--- src/rtl/gate_pkg.sv ---
// Shared definitions for the gate exerciser: FSM encoding, gate bit positions
// within the 7-bit result vector, and the exhaustive two-input vector count.
package gate_pkg;

  typedef enum logic [1:0] {
    ST_IDLE   = 2'd0,
    ST_SETTLE = 2'd1,
    ST_CHECK  = 2'd2,
    ST_DONE   = 2'd3
  } state_t;

  localparam int AND_IDX   = 0;
  localparam int OR_IDX    = 1;
  localparam int NOT_IDX   = 2;
  localparam int XOR_IDX   = 3;
  localparam int NAND_IDX  = 4;
  localparam int NOR_IDX   = 5;
  localparam int XNOR_IDX  = 6;
  localparam int NUM_GATES = 7;
  localparam int NUM_VEC   = 4;

endpackage

--- src/rtl/gate_ref.sv ---
// Golden combinational model of the seven gates under test; produces the
// expected result vector for the current {a,b} stimulus.
module gate_ref
  import gate_pkg::*;
(
  input  logic                 i_a,
  input  logic                 i_b,
  output logic [NUM_GATES-1:0] o_exp
);

  always_comb begin
    o_exp           = '0;
    o_exp[AND_IDX]  = i_a & i_b;
    o_exp[OR_IDX]   = i_a | i_b;
    o_exp[NOT_IDX]  = ~i_a;
    o_exp[XOR_IDX]  = i_a ^ i_b;
    o_exp[NAND_IDX] = ~(i_a & i_b);
    o_exp[NOR_IDX]  = ~(i_a | i_b);
    o_exp[XNOR_IDX] = ~(i_a ^ i_b);
  end

endmodule

--- src/rtl/gate_exerciser.sv ---
// Walks {a,b} through all four vectors, lets the gates settle, and compares
// the observed outputs against gate_ref, collecting a sticky mismatch mask.
module gate_exerciser
  import gate_pkg::*;
#(
  parameter int SETTLE_CYCLES = 1
) (
  input  logic       clk,
  input  logic       rst_n,
  input  logic       start,
  input  logic [6:0] y,
  output logic       a,
  output logic       b,
  output logic       busy,
  output logic       done,
  output logic       pass,
  output logic [6:0] fail_mask,
  output logic [1:0] first_fail_vec
);

  localparam logic [3:0] CNT_LOAD = 4'(SETTLE_CYCLES - 1);
  localparam logic [1:0] LAST_IDX = 2'(NUM_VEC - 1);

  state_t     r_state, w_next;
  logic [3:0] r_cnt;
  logic [1:0] r_idx;
  logic [6:0] r_fail_mask;
  logic [1:0] r_ffv;
  logic       r_pass;
  logic [6:0] w_exp;
  logic [6:0] w_mm;

  gate_ref u_ref (
    .i_a   (r_idx[1]),
    .i_b   (r_idx[0]),
    .o_exp (w_exp)
  );

  assign w_mm = y ^ w_exp;

  always_comb begin
    w_next = r_state;
    case (r_state)
      ST_IDLE:   if (start) w_next = ST_SETTLE;
      ST_SETTLE: if (r_cnt == 4'd0) w_next = ST_CHECK;
      ST_CHECK:  w_next = (r_idx == LAST_IDX) ? ST_DONE : ST_SETTLE;
      ST_DONE:   w_next = ST_IDLE;
      default:   w_next = ST_IDLE;
    endcase
  end

  always_ff @(posedge clk or negedge rst_n) begin
    if (!rst_n) begin
      r_state     <= ST_IDLE;
      r_cnt       <= '0;
      r_idx       <= '0;
      r_fail_mask <= '0;
      r_ffv       <= '0;
      r_pass      <= 1'b0;
    end else begin
      r_state <= w_next;
      case (r_state)
        ST_IDLE: if (start) begin
          r_idx       <= '0;
          r_cnt       <= CNT_LOAD;
          r_fail_mask <= '0;
          r_ffv       <= '0;
          r_pass      <= 1'b0;
        end
        ST_SETTLE: if (r_cnt != 4'd0) r_cnt <= r_cnt - 4'd1;
        ST_CHECK: begin
          r_fail_mask <= r_fail_mask | w_mm;
          // An all-zero mask so far means this is the first failing vector.
          if (w_mm != '0 && r_fail_mask == '0) r_ffv <= r_idx;
          // Index wraps 3->0, so {a,b} is back at 00 by the time IDLE is reached.
          r_idx <= r_idx + 2'd1;
          r_cnt <= CNT_LOAD;
          // Resolve pass on entry to DONE so it is valid alongside the done pulse.
          if (r_idx == LAST_IDX) r_pass <= ((r_fail_mask | w_mm) == '0);
        end
        default: ;
      endcase
    end
  end

  assign a              = r_idx[1];
  assign b              = r_idx[0];
  assign busy           = (r_state != ST_IDLE);
  assign done           = (r_state == ST_DONE);
  assign pass           = r_pass;
  assign fail_mask      = r_fail_mask;
  assign first_fail_vec = r_ffv;

endmodule
--- config.mk ---
export PLATFORM = sky130hd
export DESIGN_NAME = gate_exerciser
export DESIGN_NICKNAME = d
export VERILOG_FILES = /design/src/rtl/gate_pkg.sv /design/src/rtl/gate_ref.sv /design/src/rtl/gate_exerciser.sv
export SDC_FILE = /design/constraint.sdc
export NUM_CORES = 1
export LEC_CHECK = 0
export ABC_AREA = 1
export CAP_MARGIN = 20
export CORE_ASPECT_RATIO = 0.7
export CORE_MARGIN = 2
export CORE_UTILIZATION = 45
export DETAILED_ROUTE_END_ITERATION = 10
export PLACE_DENSITY_LB_ADDON = 0.25
export SETUP_SLACK_MARGIN = 0.05
export SYNTH_ARGS = -nofsm -noshare
export SYNTH_HDL_FRONTEND = slang
export SYNTH_HIERARCHICAL = 1
export SYNTH_SLANG_ARGS = --single-unit
--- constraint.sdc ---
create_clock -name clk -period 1.7 [get_ports clk]
set_clock_uncertainty 0.1 [all_clocks]
set_input_delay 0.34 -clock clk [delete_from_list [all_inputs] [get_ports clk]]
set_output_delay 0.34 -clock clk [all_outputs]
set_load 0.05 [all_outputs]
Word-level counts from Yosys, hierarchy flattened
Index checks and enable logic that the tools add are counted.

Bits in registers: 18. Output and inout bits: 14. Bits of input ports: 10. Word-level logic and storage cells: 57.

Reductions and logical operators: 15. Equality and inequality tests: 9. Multiplexer cells: 16. $add $sub $neg: 2. Bitwise gates (word level): 9.

Operator list (number): $logic_not A7 Y1 (2); $pmux W7 S2 (1); $pmux W4 S3 (1); $mux W2 (5); $ne A2 B2 Y1 const B (5); $reduce_and A3 Y1 (3); $mux W4 (2); $pmux W2 S2 (2); $pmux W2 S4 (1); $mux W7 (1); $or A7 B7 Y7 (1); $reduce_bool A7 Y1 (1); $xor A7 B7 Y7 (1); $eq A2 B2 Y1 const B (3); $logic_not A4 Y1 (1); $not A1 Y1 (4); $reduce_and A2 Y1 (2); $reduce_bool A2 Y1 (2); $reduce_bool A4 Y1 (1); $sub A4 B1 Y4 const B (1); $reduce_bool A3 Y1 (1); $add A2 B1 Y2 const B (1); $eq A2 B1 Y1 const B (1); $logic_not A2 Y1 (1); 6 further kinds (7).

Logic depth before layout (Yosys ltp)
Gate-level depths: netlist of the first run.

Depth after elaboration: 7. Gate-level depth with buffers: 14. Gate-level depth less buffers: 14.

Cells and area by module
The synthesis of the first run kept the hierarchy.

Modules (own cells, without submodules): gate_exerciser (seq. area each 450.4 um2, cells an instance 153, times used 1, area an instance 1107.3 um2); gate_ref (seq. area each 0.0 um2, cells an instance 9, times used 1, area an instance 68.8 um2).

Worst setup path before layout of the first run
OpenSTA, ideal clock, no wires.

Kind: register to register. Start: register r_idx[1]. End: register r_pass, in the netlist pass. Setup slack: -330 ps. Data arrival time: 1854 ps. Data required time: 1524 ps. Clock period less this slack: 2030 ps. Stages on the path, launching flop included: 9. Path through: dfrtp_1 > inv_1 > ha_1 > inv_1 > xor2_1 > or2_1 > nor2_1 > nand3_1 > o21ai_1.

Elaborated cells on any way between the ends: 15. Classes of those cells: eq/ne (2); mux (2); bitwise (9); reduce/logical (2).

RTL lines: from (decl) (line gate_exerciser.sv:26) `logic [1:0] r_idx;`; from (signal assigned) (line gate_exerciser.sv:76) `r_idx <= r_idx + 2'd1;`; $not A1 Y1 (line gate_ref.sv:15) `o_exp[NOT_IDX] = ~i_a;`; named net w_exp[2] (line gate_exerciser.sv:30) `logic [6:0] w_exp;`; $xor A7 B7 Y7 (line gate_exerciser.sv:39) `assign w_mm = y ^ w_exp;`; $or A7 B7 Y7 (line gate_exerciser.sv:79) `if (r_idx == LAST_IDX) r_pass <= ((r_fail_mask | w_mm) == '0);`; $logic_not A7 Y1 (line gate_exerciser.sv:79); $mux W1 (line gate_exerciser.sv:79); $pmux W1 S2 (line gate_exerciser.sv:62) `case (r_state)`; to (signal assigned) (line gate_exerciser.sv:79); to (decl) (line gate_exerciser.sv:29) `logic r_pass;`.

The timed path passes the listed nets, and every way through them passes these cells. The select of a mux whose other input is x is not followed. A chain may end at the register's enable or synchronous reset.

Worst setup path after layout of the first run
Same ends and word-level chain as after synthesis.

==> metrics.md, run 1 <==
| Metric | Value |
|---|---|
| Worst EP required | 1780 ps |
| Root Buffer Master | clkbuf_8 |
| Wire per inst | 11.4 um |
| Met1 usage | 25.8% |
| Clock sinks | 18 |
| Final Hold Vio Count | 0 |
| Design Power | 3.17 mW |
| Hold buffers post-CTS | 0 |
| Vias per inst | 4.65 |
| Fin Hold WS | 316 ps |
| TritonCTS buffer count | 3 |
| Worst Path Max Fanout | 5 |
| Setup crit end kind | register |
| Post-layout min period | 1690 ps |
| Final setup violating endpoints | 0 |
| RePlAce Congestion | 0.822 |
| YS warnings | 6 |
| Worst-Margin Slew | 263 ps |
| 1st-iter DRT viols | 86 |
| Largest net degree at the start of global routing | 19 |
| Core box area | 0.00248 mm2 |
| Final nets | 217 |
| M2 GR Usage | 36.1% |
| DRT Wirelength | 2.65 mm |
| Clk buf depth | 2 |
| Vias in the first global route | 1119 |
| DP Wirelength | 1.99 mm |
| Crit path kind | register to register |
| H-tree depth | 1 |
| CP startpoint kind | register |
| Crit path from | r_idx[1] |
| Final Slew Violations | 0 |
| Multi-input logic area | 566 um2 |
| Worst-Skew Late Latency | 250 ps |
| Worst r2r src | r_idx[1] |
| CP max stage delay | 440 ps |
| Setup_tns | 0 ps |
| Cell Pwr Density | 1840 mW/mm2 |
| All-Layer GR Usage | 20.2% |
| Critical path arrival | 1770 ps |
| Reg clk slew, reported paths | 70 ps |
| First-pass GRT wire length | 4.70 mm |
| Reg area | 454 um2 |
| N_diodes | 0 |
| Leakage | 0.943 nW |
| Cell count after synthesis | 162 |
| Syn Nets | 179 |
| Pre-CTS setup slack | -48.3 ps |
| Max Clock Freq | 591 MHz |
| CTS tree | built |
| RSZ-0062 raised after global routing | true |
| Period utilization | 99.5% |
| Mapped Avg Cell Area | 7.26 um2 |
| Max-cap violations | 0 |
| Seq/Total Area, Yosys | 38.3% |
| Initial antenna violation count | 0 |
| Maximum VDD drop | 860 uV |
| Port buffer count | 23 |
| Gr busiest metal | met2 |
| Post-route ant nets | 0 |
| # DRC | 0 |
| Synth-to-Final Area Change | 46.3% |
| Status | complete, no violations |
| Post-DP Area | 0.00159 mm2 |
| Post-route cell area | 0.00172 mm2 |
| Synth Register Bits | 18 |
| Die span in x | 65.1 um |
| Vias | 1083 |
| Initial core utilization | 47.5% |
| Worst-path cell chain | inv_4, ha_4, inv_2, xor2_2, or2_1, nor2_1, nand3_1, o21ai_1 |
| GRT Residual Overflow | 0 |
| Setup ws final | 8.03 ps |
| Slew HR | 82.4% |
| Hold Crit Class | input port to asynchronous set/reset pin |
| DR pass1 iterations | 4 |
| Row count | 15 |
| Distinct cell type count after synthesis | 22 |
| # IOs | 24 |
| Met3 Use GR | 6.00% |
| Die Y | 46.8 um |
| Die area | 0.00305 mm2 |
| Mapped Area | 0.00118 mm2 |
| Layout cells sized above 1 | 30.2% |
| Filler Cells Inserted | 188 |
| Crit path max-delay cell type | dfrtp_2 |
final cells by class:
class	count	share of cell area, %
Timing Repair Buffer	35	25.3
Tap cell	34	2.47
Inverter	44	9.75
Sequential cell	18	26.4
Multi-Input combinational cell	98	32.9
Clock buffer	4	3.20
synth_stat cells (all sizes together):
master  number  area (um2)
xor2         1        8.76
o22ai        1        6.26
a21oi        3        15.0
o21ai       15         109
nor3         1        5.00
buf          2        22.5
nor2        11        53.8
dfrtp       18         450
nand2       48         180
inv         44         165
nand3        8        45.0
nand4        1        6.26
nor4b        1        15.0
or2          1        6.26
ha           7        87.6
sequential cells by signal, indices dropped and copies added (netlist names):
register	flops
fail_mask	7
r_idx	2
first_fail_vec	2
r_cnt	4
pass	1
r_state	2
metrics by stage:
step | util (%) | cells
after CTS | 68.1 | 230
final | 69.4 | 233
after global routing | 69.4 | 233
after detailed placement | 64.3 | 222
after floorplan | - | 162
after global placement | 64.3 | 222
placed cells by master, fill, tap and decap left out:
| cell type | netlist | layout |
|---|---|---|
| a21oi_1 | 3 | 3 |
| buf_12 | 0 | 12 |
| buf_4 | 0 | 14 |
| clkbuf_8 | 0 | 4 |
| clkdlybuf4s50_1 | 0 | 9 |
| dfrtp_1 | 18 | 15 |
| dfrtp_2 | 0 | 3 |
| ha_1 | 7 | 6 |
| ha_4 | 0 | 1 |
| inv_1 | 39 | 34 |
| inv_2 | 5 | 9 |
| inv_4 | 0 | 1 |
| nand2_1 | 48 | 45 |
| nand2_2 | 0 | 3 |
| nand3_1 | 7 | 7 |
| nand3_2 | 1 | 1 |
| nand4_1 | 1 | 1 |
| nor2_1 | 8 | 8 |
| nor2_2 | 2 | 2 |
| nor2_4 | 1 | 1 |
| nor3_1 | 1 | 1 |
| nor4b_2 | 1 | 1 |
| o21ai_0 | 2 | 2 |
| o21ai_1 | 6 | 6 |
| o21ai_2 | 6 | 6 |
| o21ai_4 | 1 | 1 |
| o22ai_1 | 1 | 1 |
| or2_1 | 1 | 1 |
| xor2_2 | 0 | 1 |
what timing repair did:
item,CTS,global route
endpoints found under the hold margin,0,0
pin swaps,1,4
buffers inserted,4,3
gates resized for setup,3,5
setup endpoints to repair,3,5
worst max-delay path, delay by kind of cell (launching register included):
kind / cells / cell delay, ps
DFF: 1 / 440
and+or+nand+nor: 3 / 410
adders and majority gates: 1 / 280
xor gates and xnor gates: 1 / 170
AOI/OAI and AO/OA: 1 / 120
buffers and inverters: 2 / 110
final timing paths:
check	end	slack, ps	cells after the start
worst max-delay path	pass	8	8
worst min-delay path	fail_mask[4]	320	2
worst max register to register	pass	8	8
worst min register to register	r_cnt[3]	370	1
max in group asynchronous	r_idx[1]	970	2
min in group clk	r_cnt[3]	370	1
logic make-up (layout without fill, tap and decap cells):
logic type               Yosys count  after routing  synth area share (%)
AND/OR/NAND/NOR                   71             71                  26.5
buffers and inverters             46             83                  16.0
AO/OA/AOI/OAI                     19             19                  11.1
flip-flops                        18             18                  38.3
adder cells (fa/ha/maj)            7              7                  7.45
XOR/XNOR                           1              1                 0.745
per-layer routing:
metal / part of all wire [%] / vias up
li1: - / 555
met1: 47 / 494
met5: 0 / -
met2: 47 / 34
met3: 6.0 / 0
met4: 0 / 0
report_power, final:
group | switching [mW] | internal, mW
Combinational | 1.19 | 0.915
Sequential | 0.170 | 0.556
Clock | 0.137 | 0.206
Total | 1.49 | 1.68
Note: power is estimated with default switching activity, not from simulation.
==> run 2, diff against run 1 <==
CORE_ASPECT_RATIO = 1.1   (was 0.7)
==> run 2 against run 1 <==
Compared with the run above: the flow now finishes with violations (negative setup slack); routed wire length shrank 3.8%; utilization down 1.5 points; die area shrank 0.20%; sequential power shrank 2%; non-clock buffer count decreased by 5; sequential cell count unchanged; combinational power about the same; sequential share of layout area increased by 0.39 points; cell area is 1.5% lower; register-to-register slack lost 30 ps; maximum frequency is 1.6% lower.
==> metrics.md, run 2 (synthesized netlist as in run 1, its figures left out) <==
| Metric | Value |
|---|---|
| Critical path endpoint | pass |
| # DRC | 0 |
| Crit path kind | register to register |
| First-pass GRT wire length | 4.36 mm |
| Port buffer count | 23 |
| Setup ws final | -19.5 ps |
| Psw | 1.49 mW |
| Cell mode on critical path | inv_4 |
| Hold buffers post-CTS | 0 |
| Critical path's top delay family | flip-flops |
| RSZ-0062 raised after global routing | true |
| Initial antenna violation count | 0 |
| Cell Pwr Density | 1800 mW/mm2 |
| Filler Cells Inserted | 207 |
| Post-DP Area | 0.00158 mm2 |
| Die Y | 57.6 um |
| Worst-Margin Slew | 266 ps |
| Met1 usage | 24.5% |
| Initial core utilization | 47.1% |
| R2R cell count | 8 |
| DRT Wirelength | 2.55 mm |
| Die span in x | 52.7 um |
| Setup_tns | -19.5 ps |
| All-Layer GR Usage | 19.6% |
| Row count | 19 |
| Status | finished with violations |
| Worst r2r src | r_idx[1] |
| Clk buf depth | 2 |
| Wire per inst | 11.3 um |
| Vias per inst | 4.78 |
| Int Pwr | 1.56 mW |
| Comb power frac | 67.9% |
| Vias | 1075 |
| Reg2Reg Setup Slack | -20 ps |
| Most frequent cells in the layout | nand2_1, inv_1, dfrtp_1 |
| Layout cells sized above 1 | 30.4% |
| Die area | 0.00304 mm2 |
| Sw Ratio | 48.8% |
| Gr busiest metal | met2 |
| Critical path depth | 8 |
| CP max stage delay | 430 ps |
| Final Hold Vio Count | 0 |
| Worst EP required | 1830 ps |
| Final nets | 212 |
| Setup crit end kind | register |
| # IOs | 24 |
| Slew HR | 82.2% |
| TritonCTS buffer count | 3 |
| Clock network fraction of total power | 8.9% |
| Worst Path Buf+Inv | 2 |
| CTS tree | built |
| Reg clk slew, reported paths | 110 ps |
| Post-layout min period | 1720 ps |
| Clock sinks | 18 |
| Multi-input logic area | 596 um2 |
| Worst-path cell chain | inv_4, ha_4, inv_4, xor2_4, or2_4, nor2_2, nand3_2, o21ai_2 |
| Period utilization | 101% |
| GRT Residual Overflow | 0 |
| RePlAce Congestion | 0.830 |
| Root Buffer Master | clkbuf_4 |
| N_diodes | 0 |
| Maximum VDD drop | 1340 uV |
| Reg area | 454 um2 |
| Post-route ant nets | 0 |
| Max reg flops | 7 |
| Critical path arrival | 1850 ps |
| Reg power frac | 23.2% |
| Met3 Use GR | 1.80% |
| Leakage | 0.918 nW |
| Post-route cell area | 0.00170 mm2 |
| H-tree depth | 1 |
| Failing checks | negative setup slack |
| M2 GR Usage | 33.4% |
| Crit path from | r_idx[1] |
| 1st-iter DRT viols | 35 |
| DP Wirelength | 1.98 mm |
| Hold Crit Class | input port to asynchronous set/reset pin |
| DR pass1 iterations | 4 |
| Max Clock Freq | 582 MHz |
| Crit path max-delay cell type | dfrtp_2 |
| Max-cap violations | 0 |
| Core box area | 0.00250 mm2 |
| Final setup violating endpoints | 1 |
| Vias in the first global route | 1040 |
| Synth-to-Final Area Change | 44.1% |
| Worst Path Max Fanout | 4 |
| Largest net degree at the start of global routing | 19 |
| Commonest non-fill, non-tap cell in the layout | nand2_1 |
| Worst-Skew Late Latency | 300 ps |
| Reg2Reg Capture Point | pass |
| CP startpoint kind | register |
| Final Slew Violations | 0 |
==> run 2: final cells by class <==
| type | count | share of cell area, % |
|---|---|---|
| Clock buffer | 4 | 2.14 |
| Inverter | 44 | 10.2 |
| Sequential cell | 18 | 26.8 |
| Multi-Input combinational cell | 98 | 35.1 |
| Timing Repair Buffer | 30 | 23.5 |
| Tap cell | 31 | 2.29 |
==> run 2: timing repair <==
action / in CTS / in global routing
pin swaps: 0 / 1
gates resized for setup: 3 / 12
setup buffers: 2 / 1
setup endpoints to repair: 3 / 6
hold endpoints to repair: 0 / 0
==> run 2: metal layers <==
metal / wire length, um / vias to the layer above / share of wire [%]
met4: 46 / 0 / 1.8
li1: - / 543 / -
met2: 1280 / 34 / 50
met5: 0 / - / 0
met1: 1110 / 493 / 44
met3: 114 / 5 / 4.5
==> run 2: worst min path at each step <==
| stage | startpoint | cells past startpoint | end |
|---|---|---|---|
| 2_1_floorplan | rst_n | 0 | fail_mask[0] |
| 3_3_place_gp | r_cnt[3] | 1 | r_cnt[3] |
| 3_5_place_dp | r_cnt[3] | 1 | r_cnt[3] |
| 4_1_cts | rst_n | 2 | r_cnt[0] |
| 5_1_grt | rst_n | 2 | r_cnt[0] |
| 6_report | rst_n | 2 | r_cnt[0] |
==> run 2: power by group through the flow <==
stage / Sequential [mW] / Clock, mW / Combinational (mW)
floorplan: 0.995 / 0 / 0.902
global placement: 0.707 / 0 / 1.86
detailed placement: 0.710 / 0 / 1.90
CTS: 0.703 / 0.278 / 1.95
global route: 0.726 / 0.294 / 2.25
finish: 0.707 / 0.273 / 2.07
==> run 2: per-stage QoR <==
stage / power [mW] / utilization [%] / setup WS (ps) / hold WS [ps] / cells
final: 3.05 / 67.9 / -19.5 / 246 / 225
after CTS: 2.93 / 65.8 / -0.231 / 257 / 224
after global routing: 3.27 / 67.9 / -99.5 / 282 / 225
after floorplan: 1.90 / - / -55.9 / -55.6 / 162
after detailed placement: 2.61 / 63.4 / -44.3 / 360 / 218
after global placement: 2.56 / 63.4 / -8.31 / 351 / 218
==> run 3, diff against run 2 <==
CAP_MARGIN = unset   (was 20)
==> results of run 3 <==
Final layout, timing and power as in run 2 (identical DEF).
